$ cat src/rtl/regfile_wb_arbiter_if.sv
// Bus bundle for the register-file write-back arbiter: two producer request
// ports, the registered write port, the flush control and the per-register busy vector.
interface regfile_wb_arbiter_if #(
    parameter int DW = 32,
    parameter int AW = 5
);
    logic                 flush;
    logic                 a_valid;
    logic                 a_ready;
    logic [AW-1:0]        a_rd;
    logic [DW-1:0]        a_data;
    logic                 b_valid;
    logic                 b_ready;
    logic [AW-1:0]        b_rd;
    logic [DW-1:0]        b_data;
    logic                 wr_en;
    logic [AW-1:0]        w1;
    logic [DW-1:0]        data;
    logic [(2**AW)-1:0]   busy;

    // master: producers and decode side; slave: the arbiter
    modport master (
        output flush, a_valid, a_rd, a_data, b_valid, b_rd, b_data,
        input  a_ready, b_ready, wr_en, w1, data, busy
    );
    modport slave (
        input  flush, a_valid, a_rd, a_data, b_valid, b_rd, b_data,
        output a_ready, b_ready, wr_en, w1, data, busy
    );
endinterface

$ cat src/rtl/regfile_wb_arbiter.sv
// Two-producer write-back arbiter for the register file's single write port.
// One-entry buffer per port, drained oldest-first; ties broken by a round-robin bit.
module regfile_wb_arbiter #(
    parameter int DW = 32,
    parameter int AW = 5
) (
    input  logic                 clk,
    input  logic                 rst,
    regfile_wb_arbiter_if.slave  bus
);
    localparam int NR = 2 ** AW;

    logic            a_vld_reg, a_vld_next;
    logic            b_vld_reg, b_vld_next;
    logic [AW-1:0]   a_rd_reg, b_rd_reg;
    logic [DW-1:0]   a_dat_reg, b_dat_reg;
    logic            older_reg, older_next;
    logic            tie_reg, tie_next;
    logic            rr_reg, rr_next;
    logic            wr_en_reg;
    logic [AW-1:0]   w1_reg;
    logic [DW-1:0]   data_reg;

    logic            pick_b;
    logic            grant_a, grant_b;
    logic            drain_a, drain_b;
    logic            a_ready_int, b_ready_int;
    logic            a_load, b_load;
    logic [NR-1:0]   busy_vec;

    // Grant depends only on buffered state, never on the incoming valids.
    assign pick_b  = tie_reg ? rr_reg : older_reg;
    assign grant_a = a_vld_reg && !(b_vld_reg && pick_b);
    assign grant_b = b_vld_reg && !(a_vld_reg && !pick_b);

    // A flush suppresses the grant so a buffered loser can never reach the output.
    assign drain_a = grant_a && !bus.flush;
    assign drain_b = grant_b && !bus.flush;

    assign a_ready_int = rst && !bus.flush && (!a_vld_reg || grant_a);
    assign b_ready_int = rst && !bus.flush && (!b_vld_reg || grant_b);

    // Writes to x0 complete the handshake but are never buffered.
    assign a_load = bus.a_valid && a_ready_int && (bus.a_rd != '0);
    assign b_load = bus.b_valid && b_ready_int && (bus.b_rd != '0);

    assign a_vld_next = !bus.flush && (a_load || (a_vld_reg && !drain_a));
    assign b_vld_next = !bus.flush && (b_load || (b_vld_reg && !drain_b));

    always_comb begin
        older_next = older_reg;
        tie_next   = tie_reg;
        rr_next    = rr_reg;
        if (bus.flush) begin
            older_next = 1'b0;
            tie_next   = 1'b0;
        end else begin
            if (a_vld_next && b_vld_next) begin
                if (a_load && b_load) begin
                    tie_next = 1'b1;
                end else if (a_load) begin
                    older_next = 1'b1;
                    tie_next   = 1'b0;
                end else if (b_load) begin
                    older_next = 1'b0;
                    tie_next   = 1'b0;
                end
            end else begin
                tie_next = 1'b0;
            end
            if (a_vld_reg && b_vld_reg && tie_reg) begin
                rr_next = !rr_reg;
            end
        end
    end

    always_ff @(posedge clk or negedge rst) begin
        if (!rst) begin
            a_vld_reg <= 1'b0;
            b_vld_reg <= 1'b0;
            a_rd_reg  <= '0;
            b_rd_reg  <= '0;
            a_dat_reg <= '0;
            b_dat_reg <= '0;
            older_reg <= 1'b0;
            tie_reg   <= 1'b0;
            rr_reg    <= 1'b0;
        end else begin
            a_vld_reg <= a_vld_next;
            b_vld_reg <= b_vld_next;
            older_reg <= older_next;
            tie_reg   <= tie_next;
            rr_reg    <= rr_next;
            if (a_load) begin
                a_rd_reg  <= bus.a_rd;
                a_dat_reg <= bus.a_data;
            end
            if (b_load) begin
                b_rd_reg  <= bus.b_rd;
                b_dat_reg <= bus.b_data;
            end
        end
    end

    // Output register holds index/data when idle; only wr_en drops.
    always_ff @(posedge clk or negedge rst) begin
        if (!rst) begin
            wr_en_reg <= 1'b0;
            w1_reg    <= '0;
            data_reg  <= '0;
        end else begin
            wr_en_reg <= drain_a || drain_b;
            if (drain_b) begin
                w1_reg   <= b_rd_reg;
                data_reg <= b_dat_reg;
            end else if (drain_a) begin
                w1_reg   <= a_rd_reg;
                data_reg <= a_dat_reg;
            end
        end
    end

    generate
        for (genvar gi = 0; gi < NR; gi++) begin : g_busy
            assign busy_vec[gi] = (a_vld_reg && (a_rd_reg == AW'(gi)))
                                | (b_vld_reg && (b_rd_reg == AW'(gi)))
                                | (wr_en_reg && (w1_reg == AW'(gi)));
        end
    endgenerate

    assign bus.a_ready = a_ready_int;
    assign bus.b_ready = b_ready_int;
    assign bus.wr_en   = wr_en_reg;
    assign bus.w1      = w1_reg;
    assign bus.data    = data_reg;
    assign bus.busy    = busy_vec;
endmodule

$ cat src/flat_wrapper.sv
// flat-port wrapper written by rule: the top's interface ports become plain ports
module regfile_wb_arbiter_flat 
#(
    parameter int DW = 32,
    parameter int AW = 5
)
  (clk, rst, bus_flush, bus_a_valid, bus_a_rd, bus_a_data, bus_b_valid, bus_b_rd, bus_b_data, bus_a_ready, bus_b_ready, bus_wr_en, bus_w1, bus_data, bus_busy);
  regfile_wb_arbiter_if #(.DW(DW), .AW(AW)) bus_i ();
  input  logic clk;
  input  logic rst;
  input wire logic [$bits(bus_i.flush)-1:0] bus_flush;
  input wire logic [$bits(bus_i.a_valid)-1:0] bus_a_valid;
  input wire logic [$bits(bus_i.a_rd)-1:0] bus_a_rd;
  input wire logic [$bits(bus_i.a_data)-1:0] bus_a_data;
  input wire logic [$bits(bus_i.b_valid)-1:0] bus_b_valid;
  input wire logic [$bits(bus_i.b_rd)-1:0] bus_b_rd;
  input wire logic [$bits(bus_i.b_data)-1:0] bus_b_data;
  output wire logic [$bits(bus_i.a_ready)-1:0] bus_a_ready;
  output wire logic [$bits(bus_i.b_ready)-1:0] bus_b_ready;
  output wire logic [$bits(bus_i.wr_en)-1:0] bus_wr_en;
  output wire logic [$bits(bus_i.w1)-1:0] bus_w1;
  output wire logic [$bits(bus_i.data)-1:0] bus_data;
  output wire logic [$bits(bus_i.busy)-1:0] bus_busy;
  assign bus_i.flush = bus_flush;
  assign bus_i.a_valid = bus_a_valid;
  assign bus_i.a_rd = bus_a_rd;
  assign bus_i.a_data = bus_a_data;
  assign bus_i.b_valid = bus_b_valid;
  assign bus_i.b_rd = bus_b_rd;
  assign bus_i.b_data = bus_b_data;
  assign bus_a_ready = bus_i.a_ready;
  assign bus_b_ready = bus_i.b_ready;
  assign bus_wr_en = bus_i.wr_en;
  assign bus_w1 = bus_i.w1;
  assign bus_data = bus_i.data;
  assign bus_busy = bus_i.busy;
  regfile_wb_arbiter #(.DW(DW), .AW(AW)) u_core (.clk(clk), .rst(rst), .bus(bus_i));
endmodule
$ cat config.mk
export PLATFORM = sky130hd
export DESIGN_NAME = regfile_wb_arbiter_flat
export DESIGN_NICKNAME = d
export VERILOG_FILES = /design/src/rtl/regfile_wb_arbiter_if.sv /design/src/rtl/regfile_wb_arbiter.sv /design/src/flat_wrapper.sv
export SDC_FILE = /design/constraint.sdc
export NUM_CORES = 1
export LEC_CHECK = 0
export ABC_AREA = 1
export CORE_ASPECT_RATIO = 2
export CORE_MARGIN = 2
export CORE_UTILIZATION = 25
export CTS_BUF_LIST = sky130_fd_sc_hd__clkbuf_8 sky130_fd_sc_hd__clkbuf_16
export DETAILED_ROUTE_END_ITERATION = 6
export GPL_TIMING_DRIVEN = 0
export HOLD_SLACK_MARGIN = 0.03
export PLACE_DENSITY = 0.57
export SYNTH_ARGS = -nofsm -noshare
export SYNTH_HDL_FRONTEND = slang
export SYNTH_SLANG_ARGS = --single-unit
$ cat constraint.sdc
create_clock -name clk -period 1.8 [get_ports clk]
set_input_delay 0.27 -clock clk [delete_from_list [all_inputs] [get_ports clk]]
set_output_delay 0.27 -clock clk [all_outputs]
set_load 0.01 [all_outputs]
==> flow_metrics.py <==
metrics = {
    "status": {
        "violations": "hold timing, setup timing",
        "status": "finished, violations left",
    },
    "global_route": {
        "grt_pass1_vias": 6370,
        "grt_overflow_total": 0,
        "antenna_found_initial": 1,
        "grtUsageMet2": 0.355,
        "grt_busiest_layer": "met2",
        "track_usage": 0.182,
        "grt_max_degree": 61,
        "use_met1": 0.174,
        "grt_pass1_wl_mm": 34.6,
        "met3_usage": 0.0274,
    },
    "timing": {
        "fin_ws_ns": -0.0549,
        "rsz0062_at_grt": "yes",
        "hold-worst-slack_ns": -0.231,
        "finalClockSkew_ns": 0.00866,
        "tns_ns": -0.372,
        "setup_violations": 17,
        "slew_headroom": 0.658,
        "finalCriticalPeriod_ns": 1.85,
        "finalMaxSlewViolations": 0,
        "final_hold_viol_count": 58,
        "worst_pin_slew_ns": 0.513,
        "fmax_ghz": 0.539,
        "fin_crit_sh": 1.03,
    },
    "synthesis": {
        "synth_compound_area_frac": 0.138,
        "ys.flop_type": "dfrtp_1",
        "synth.most_common_cell": "nand2_1",
        "yosysSeqAreaShare": 0.489,
        "synth_edf_count": 0,
        "synth_fa_ha_area_frac": 0,
        "yosys.cell_types.count": 23,
        "ys_ff_latch": 117,
        "synth-xor-area-share": 0.00146,
        "synthesis.area_sq_mm": 0.00599,
        "synth_top_area_frac": 0.489,
        "synth_warnings": 0,
        "syn_inst": 784,
        "ys_async_sr_fraction": 1.00,
        "syn-num-nets": 863,
        "avgSynthCellArea_sq_um": 7.64,
        "yosys.area_share.simple": 0.273,
        "synth_area_leader_cell": "dfrtp_1",
        "synthTopCellsByArea": "dfrtp_1 49%, nand2_1 19%, inv_1 5.7%",
        "synth_common_cells": "303 x nand2_1, 117 x dfrtp_1, 91 x inv_1, 59 x nor2_1, 44 x o21ai_1",
        "muxShareOfSynthArea": 0,
        "synth_top_family_by_area": "simple AND/OR/NAND/NOR gates",
    },
    "cts": {
        "cts.htree.levels": 4,
        "path_clk_slew_ns": 0.06,
        "cts_buffer_depth": 2,
        "insertion_delay_ns": 0.43,
        "cts_tree": "yes",
        "cts_root_buf": "clkbuf_16",
        "clock-sinks": 117,
        "cts_buffers": 17,
    },
    "floorplanning": {
        "die_h_microns": 223,
        "core_sq_mm": 0.0237,
        "die_area_sq_mm": 0.0253,
        "ioPinCount": 151,
        "row_count": 80,
        "die_w_microns": 113,
        "initial_core_util": 0.252,
    },
    "finish": {
        "drive_gt1_frac": 0.322,
        "n_fill_cell": 2393,
        "fin_cells": 1310,
        "area_growth_pct": 60.7,
        "finalNetCount": 1088,
    },
    "placed_design": {
        "port_buffers": 150,
        "dpl_worst_slack_ns": -0.712,
        "hpwl_mm": 16.7,
        "gp_congestion": 0.933,
        "dp_cells": 1222,
    },
    "drt": {
        "drc": 0,
        "drt_wl_total_mm": 22.7,
        "drt_iter0_drc": 314,
        "dr.pass1.iters": 4,
        "wl_per_cell_microns": 17.3,
        "via_count": 5979,
        "avgViaCountPerCell": 4.56,
        "antenna_left": 0,
    },
    "critical_path": {
        "critPathLaunchType": "register",
        "cp_data_required_time_ns": 1.53,
        "crit_fanout": 7,
        "crit_path_end_kind": "primary output",
        "reg2reg_from": "u_core.b_vld_reg$_DFF_PN0_",
        "path_class": "register to primary output",
        "worstPathArrival_ns": 1.58,
        "reg2reg_to": "u_core.bus.w1[3]$_DFFE_PN0P_",
        "r2r_slack_ns": 0.08,
        "ff2ff_path_depth": 8,
    },
    "min_path": {
        "min_path_type": "primary input to asynchronous set/reset pin",
    },
    "power_and_ir_drop": {
        "power_density_mw_per_mm2": 1040,
        "leakagePower_nw": 4.64,
        "irDropWorstVdd_uv": 689,
        "power_w": 0.00998,
    },
    "flow_run": {
        "maxCapViolations": 0,
    },
}
[stage by stage]
stage	area, sq um	utilization
after floorplan	5990	-
after global placement	7850	0.331
after detailed placement	7880	0.332
after CTS	9170	0.387
after global routing	9620	0.406
final	9620	0.406
[metal layers]
layer | vias up | wire, microns
met5 | - | 0
met4 | 0 | 866
met3 | 43 | 732
met2 | 163 | 13300
met1 | 2860 | 7850
li1 | 2913 | -
[report_power, final]
group | internal, W | switching, W | total (W)
registers | 0.00318 | 0.000359 | 0.00354
logic | 0.00141 | 0.00157 | 0.00298
clock network | 0.00220 | 0.00126 | 0.00346
total | 0.00679 | 0.00319 | 0.00998
[how the worst max path moves through the flow]
| stage | start | endpoint | slack [ns] | cells after the start |
|---|---|---|---|---|
| 6_report | u_core.bus.w1[4]$_DFFE_PN0P_ | bus_busy[12] | -0.05 | 6 |
| 5_1_grt | u_core.b_rd_reg[1]$_DFFE_PN0P_ | bus_busy[13] | -0.1 | 6 |
| 4_1_cts | u_core.bus.wr_en$_DFF_PN0_ | bus_busy[6] | -0.1 | 7 |
| 3_5_place_dp | u_core.b_rd_reg[4]$_DFFE_PN0P_ | bus_busy[3] | -0.71 | 5 |
| 3_3_place_gp | rst | u_core.b_dat_reg[31]$_DFFE_PN0P_ | -4.80 | 10 |
| 2_1_floorplan | u_core.bus.w1[4]$_DFFE_PN0P_ | bus_busy[10] | 0.34 | 4 |
[logic make-up (layout without fill, tap and decap cells)]
kind of cell | Yosys count | after routing
buf+inv | 132 | 370
xor+xnor | 1 | 1
flops | 117 | 117
simple gates | 412 | 412
compound gates | 122 | 122
other cells | 0 | 1
[placed cells by master, fill, tap and decap left out, types with 18 or more instances in the layout]
cell type,netlist,layout
nand3_1,36,24
buf_6,5,33
nor2_2,1,25
clkdlybuf4s50_1,0,109
o21ai_2,27,27
inv_1,91,74
nand2_2,10,30
buf_4,8,50
nand2_1,303,265
dfrtp_1,117,109
clkbuf_16,0,18
nor2_4,0,22
buf_2,14,28
o21ai_1,44,44
o211ai_1,37,37
[critical path, stage by stage, from the launching register on]
cell and delay (ns):
dfrtp_2 0.44, nor2_4 0.20, buf_8 0.17, buf_6 0.12
nand2_1 0.06, nand3_2 0.07, buf_6 0.10
[area by class of cell]
| type | count | area (sq um) | share of cell area |
|---|---|---|---|
| Clock inverter | 14 | 161 | 0.0168 |
| Antenna cell | 1 | 2.50 | 0.000260 |
| Timing Repair Buffer | 206 | 1960 | 0.204 |
| Tap cell | 287 | 359 | 0.0373 |
| Sequential cell | 117 | 2940 | 0.305 |
| Inverter | 95 | 402 | 0.0417 |
| Clock buffer | 18 | 439 | 0.0456 |
| Multi-Input combinational cell | 535 | 3020 | 0.314 |
| Buffer | 37 | 333 | 0.0346 |
[timing repair]
action	CTS	global route
hold endpoints to repair	58	58
gates cloned	0	1
endpoints found under the setup margin	45	97
setup buffers	41	13
gates resized for setup	309	89
pin swaps	10	22
Power figures use the tool's default switching activity.
